<file path="src/rtl/pipelined_unmixer_pkg.sv">
// Shared defaults for the unmixing pipeline.
// Recovers b = (q ^ c) - a from the mixing link.
package pipelined_unmixer_pkg;
  localparam int DEF_WIDTH = 4;
  localparam int DEF_CNT_W = 16;
endpackage

</file>
<file path="src/rtl/pipelined_unmixer_if.sv">
// Valid/ready bundle for the unmixer: triple in, recovered b out.
// Master drives the triple and out_ready; slave is the unmixer.
interface pipelined_unmixer_if #(
  parameter int WIDTH = 4,
  parameter int CNT_W = 16
);
  logic             in_valid;
  logic             in_ready;
  logic [WIDTH-1:0] in_q;
  logic [WIDTH-1:0] in_c;
  logic [WIDTH-1:0] in_a;
  logic             out_valid;
  logic             out_ready;
  logic [WIDTH-1:0] out_b;
  logic [CNT_W-1:0] out_cnt;

  modport master (
    output in_valid, in_q, in_c, in_a, out_ready,
    input  in_ready, out_valid, out_b, out_cnt
  );

  modport slave (
    input  in_valid, in_q, in_c, in_a, out_ready,
    output in_ready, out_valid, out_b, out_cnt
  );
endinterface

</file>
<file path="src/rtl/pipelined_unmixer_stage.sv">
// Data+valid pipeline register: loads upstream when load is high,
// otherwise holds. Data is reset too so nothing carries X.
module pipe_stage_reg #(
  parameter int W = 4
) (
  input  logic         clk,
  input  logic         rst,
  input  logic         load,
  input  logic         in_valid,
  input  logic [W-1:0] in_data,
  output logic         valid,
  output logic [W-1:0] data
);
  always_ff @(posedge clk) begin
    if (rst) begin
      valid <= 1'b0;
      data  <= '0;
    end else if (load) begin
      valid <= in_valid;
      data  <= in_data;
    end
  end
endmodule

</file>
<file path="src/rtl/pipelined_unmixer.sv">
// 3-stage unmixer: capture, xor with key, subtract addend.
// Ready chain lets a full pipe advance without bubbles.
module pipelined_unmixer
  import pipelined_unmixer_pkg::*;
#(
  parameter int WIDTH = DEF_WIDTH,
  parameter int CNT_W = DEF_CNT_W
) (
  input logic             clk,
  input logic             rst,
  pipelined_unmixer_if.slave bus
);
  logic             v1, v2, v3;
  logic             rdy1, rdy2, rdy3;
  logic             v0;
  logic [3*WIDTH-1:0] d1;
  logic [2*WIDTH-1:0] d2;
  logic [WIDTH-1:0] q1, c1, a1;
  logic [WIDTH-1:0] s2, a2, b3;
  logic [CNT_W-1:0] cnt;

  assign rdy3 = !v3 || bus.out_ready;
  assign rdy2 = !v2 || rdy3;
  assign rdy1 = !v1 || rdy2;
  assign v0   = bus.in_valid && rdy1;

  assign {q1, c1, a1} = d1;
  assign {s2, a2}     = d2;

  pipe_stage_reg #(.W(3*WIDTH)) u_s1 (
    .clk      (clk),
    .rst      (rst),
    .load     (rdy1),
    .in_valid (v0),
    .in_data  ({bus.in_q, bus.in_c, bus.in_a}),
    .valid    (v1),
    .data     (d1)
  );

  pipe_stage_reg #(.W(2*WIDTH)) u_s2 (
    .clk      (clk),
    .rst      (rst),
    .load     (rdy2),
    .in_valid (v1),
    .in_data  ({q1 ^ c1, a1}),
    .valid    (v2),
    .data     (d2)
  );

  // Borrow falls off the top: result is mod 2^WIDTH.
  pipe_stage_reg #(.W(WIDTH)) u_s3 (
    .clk      (clk),
    .rst      (rst),
    .load     (rdy3),
    .in_valid (v2),
    .in_data  (s2 - a2),
    .valid    (v3),
    .data     (b3)
  );

  always_ff @(posedge clk) begin
    if (rst)
      cnt <= '0;
    else if (v3 && bus.out_ready)
      cnt <= cnt + 1'b1;
  end

  assign bus.in_ready  = rdy1;
  assign bus.out_valid = v3;
  assign bus.out_b     = b3;
  assign bus.out_cnt   = cnt;
endmodule
</file>
<file path="src/flat_wrapper.sv">
// flat-port wrapper written by rule: the top's interface ports become plain ports
module pipelined_unmixer_flat import pipelined_unmixer_pkg::*;
#(
  parameter int WIDTH = DEF_WIDTH,
  parameter int CNT_W = DEF_CNT_W
)
  (clk, rst, bus_in_valid, bus_in_q, bus_in_c, bus_in_a, bus_out_ready, bus_in_ready, bus_out_valid, bus_out_b, bus_out_cnt);
  pipelined_unmixer_if #(.WIDTH(WIDTH), .CNT_W(CNT_W)) bus_i ();
  input logic clk;
  input logic rst;
  input wire logic [$bits(bus_i.in_valid)-1:0] bus_in_valid;
  input wire logic [$bits(bus_i.in_q)-1:0] bus_in_q;
  input wire logic [$bits(bus_i.in_c)-1:0] bus_in_c;
  input wire logic [$bits(bus_i.in_a)-1:0] bus_in_a;
  input wire logic [$bits(bus_i.out_ready)-1:0] bus_out_ready;
  output wire logic [$bits(bus_i.in_ready)-1:0] bus_in_ready;
  output wire logic [$bits(bus_i.out_valid)-1:0] bus_out_valid;
  output wire logic [$bits(bus_i.out_b)-1:0] bus_out_b;
  output wire logic [$bits(bus_i.out_cnt)-1:0] bus_out_cnt;
  assign bus_i.in_valid = bus_in_valid;
  assign bus_i.in_q = bus_in_q;
  assign bus_i.in_c = bus_in_c;
  assign bus_i.in_a = bus_in_a;
  assign bus_i.out_ready = bus_out_ready;
  assign bus_in_ready = bus_i.in_ready;
  assign bus_out_valid = bus_i.out_valid;
  assign bus_out_b = bus_i.out_b;
  assign bus_out_cnt = bus_i.out_cnt;
  pipelined_unmixer #(.WIDTH(WIDTH), .CNT_W(CNT_W)) u_core (.clk(clk), .rst(rst), .bus(bus_i));
endmodule
</file>
<file path="config.mk">
export PLATFORM = sky130hd
export DESIGN_NAME = pipelined_unmixer_flat
export DESIGN_NICKNAME = d
export VERILOG_FILES = /design/src/rtl/pipelined_unmixer_pkg.sv /design/src/rtl/pipelined_unmixer_if.sv /design/src/rtl/pipelined_unmixer_stage.sv /design/src/rtl/pipelined_unmixer.sv /design/src/flat_wrapper.sv
export SDC_FILE = /design/constraint.sdc
export NUM_CORES = 1
export LEC_CHECK = 0
export ABC_CLOCK_PERIOD_IN_PS = 1500
export BUFFER_PORTS_ARGS = -buffer_cell sky130_fd_sc_hd__buf_2
export CORE_MARGIN = 3
export CORE_UTILIZATION = 40
export CTS_CLUSTER_SIZE = 8
export DETAILED_ROUTE_END_ITERATION = 10
export GPL_TIMING_DRIVEN = 1
export PLACE_DENSITY = 0.63
export SLEW_MARGIN = 20
export SYNTH_ARGS = -nofsm -noshare
export SYNTH_HDL_FRONTEND = slang
export SYNTH_SLANG_ARGS = --single-unit
</file>
<file path="constraint.sdc">
create_clock -name clk -period 1.5 [get_ports clk]
set_input_delay 0.3 -clock clk [delete_from_list [all_inputs] [get_ports clk]]
set_output_delay 0.3 -clock clk [all_outputs]
set_load 0.05 [all_outputs]
</file>
==> flow_metrics.tcl <==
set metrics [dict create \
    timing.rr.start "u_core.u_s2.data[1]" \
    gp_congestion 0.743 \
    rrSetupSlack_ps 7 \
    critPathCaptureType "flip-flop" \
    synth_cells 211 \
    start_util_pct 41.9 \
    area_growth_pct 28.3 \
    yosys.area.top_type "dfxtp_1" \
    layout-drive-gt1-share_pct 33.8 \
    viasPerCell 4.84 \
    clockBufferDepth 2 \
    synth_seq_cells 43 \
    critPathTopFamily "simple AND/OR/NAND/NOR gates" \
    worstPathCellList "inv_2 -> ha_4 -> nor2b_1 -> o21a_1 -> or4b_1 -> nand3_1" \
    max_slew_margin_pct 78.6 \
    core-area_sq_mm 0.00441 \
    tightest_slew_ps 319 \
    placementRows 24 \
    cts_tree "done" \
    reg2regPathDepth 6 \
    slew_viol_final 0 \
    fp.dieH_um 74.0 \
    syn_area_per_cell_sq_um 8.76 \
    power.leakage_nw 1.05 \
    top_layer "met4" \
    finalCritPeriodShare_pct 99.5 \
    path_buf_inv 1 \
    layout_commonest_cell "buf_2" \
    ctsHtreeMaxLevel 2 \
    place_area_sq_mm 0.00224 \
    wirelength_um 3640 \
    most-common-layout-cells "buf_2 (36), nand2_1 (35), nor2_1 (31)" \
    nets 283 \
    cp.required_ps 1740 \
    status "finished clean" \
    final.min_clock_period_ps 1490 \
    peakVddDrop_mv 0.578 \
    port_buffers 37 \
    worstHoldEndpoint "u_core.u_s1.valid" \
    clkLatencyLatePin_ps 300 \
    ys_seq_area_share_pct 46.5 \
    num_vias 1525 \
    grt_first_pass_wirelength_um 6160 \
    root_buffer "clkbuf_8" \
    hold_path_class "in -> reg" \
    async_flop_share_pct 0 \
    grt_antenna_before_repair 0 \
    drt_iter0_drc 47 \
    overflow 0 \
    drt-pass1-iter-count 4 \
    critPathSlowestCell "or4b_1" \
    final_area_sq_mm 0.00237 \
    holdPathStages 3 \
    power.density_mw_per_mm2 910 \
    clk_pin_slew_worst_paths_ps 80 \
    crit_path_max_fanout 2 \
    max_freq_mhz 670 \
    met2_wirelength_um 1680 \
    synth_top_area_share_pct 46.5 \
    timing.setup.tns_ps 0 \
    grt_max_degree 46 \
    cp-start-kind "flip-flop" \
    synth-main-ff-cell "dfxtp_1" \
    antennaDiodeCount 0 \
    setup_viol 0 \
    hp-start "bus_in_valid" \
    cts_made_buffers 5 \
    synth_fp_nets 232 \
    die_w_um 74.0 \
    syn_area_sq_mm 0.00185 \
    yosysWarningCount 0 \
    wl_per_cell_um 11.5 \
    cts_sinks 43 \
    slowest_delay_ps 490 \
    met3_wirelength_um 186 \
    hold_viol 0 \
    ios 38 \
    yosys-top-cells-area "dfxtp_1 (47%), nand2_1 (7.1%), nor2_1 (6.3%)" \
    track_usage_pct 14.5 \
    rsz0062_at_grt "yes" \
    arrival_ps 1730 \
    path_class "reg -> reg" \
    skew_ps 4.08 \
    route.detailed.drc 0 \
    ant_nets 0 \
    crit_start "u_core.u_s2.data[1]" \
    grt_pass1_vias 1395 \
    drv_cap 0 \
    synth.distinct_cells 34 \
    synth_edf_count 0 \
    dp_hpwl_um 2610 \
    r2r_end "u_core.u_s3.data[3]" \
    wl_met1_um 1690 \
    die_area_sq_mm 0.00548 \
]
-- layout make-up --
| type | count | area [sq um] |
|---|---|---|
| repair buffers | 54 | 339 |
| inverters | 8 | 32.5 |
| clock buffers | 5 | 68.8 |
| multi-input cells | 150 | 956 |
| well taps | 52 | 65.1 |
| flip-flops and latches | 43 | 895 |
| clock inverters | 3 | 17.5 |
| fillers | 431 | 2040 |
-- where the power goes --
part           internal, mW  switching [mW]
registers              1.18          0.0287
clock network         0.327           0.404
logic                0.0917           0.130
-- per-stage QoR --
step                setup WS (ps)  power [mW]  util (%)  hold slack (ps)  instances
floorplan                   -47.3        1.38         -              421        211
global placement            -2.33        1.45      50.7              436        305
detailed placement          -17.1        1.45      50.7              447        305
CTS                         -1.77        2.19      53.5              201        315
global route                -63.4        2.27      53.8              223        315
finish                       7.18        2.16      53.8              208        315
-- state kept, by name, summed over array words and instances, names as in the netlist --
name / cells
u_core.bus.out_cnt: 16
u_core.u_s1.data: 12
u_core.u_s1.valid: 1
u_core.u_s2.data: 8
u_core.u_s2.valid: 1
u_core.u_s3.data: 4
u_core.u_s3.valid: 1
-- cells by family (layout without fill, tap and decap cells) --
logic type	count (synthesis)	after routing	share of synthesized area [%]
AO/OA/AOI/OAI	26	26	8.12
XOR/XNOR	18	18	8.52
adder cells (fa/ha/maj)	5	5	3.79
buffers and inverters	18	70	4.13
flip-flops	43	43	46.5
multiplexers	5	5	2.84
AND/OR/NAND/NOR	96	96	26.0
-- routing by layer --
metal  vias to the layer above  GRT usage (%)
met3                         8           4.32
li1                        806              -
met1                       682           17.8
met4                         0           6.84
met5                         -              0
met2                        29           23.2
-- worst reg2reg max path, cell delays in order (launching register included) --
cell and delay, ps:
dfxtp_2 330, inv_2 60, ha_4 180, nor2b_1 120, o21a_1 170, or4b_1 490
nand3_1 90
-- how the worst max path moves through the flow --
stage	depth (start not counted)	slack [ps]	endpoint
finish	6	7	u_core.u_s3.data[3]
global route	6	-60	u_core.u_s3.data[3]
CTS	6	-2	u_core.u_s3.data[3]
detailed placement	6	-20	u_core.u_s3.data[3]
global placement	6	-2	u_core.u_s3.data[3]
floorplan	5	-50	u_core.bus.out_cnt[14]
-- cell usage after synthesis (2+ instances only) --
cell,instances
dfxtp_1,43
nand2_1,35
nor2_1,31
a21oi_1,17
xnor2_1,13
inv_1,7
a211oi_1,6
nand3_1,5
xor2_1,5
buf_2,4
clkbuf_1,4
ha_1,4
nand4_1,4
nor2b_1,4
mux2i_1,3
nor3_1,3
nor4_1,3
and3_1,2
mux2_2,2
nand4_4,2
-- timing repair --
item / CTS / global route
pin swaps: 4 / 1
endpoints found under the setup margin: 3 / 4
hold buffers: 0 / 0
setup buffers: 2 / 0
gates resized for setup: 6 / 3
hold endpoints to repair: 0 / 0
Power figures use the tool's default switching activity.
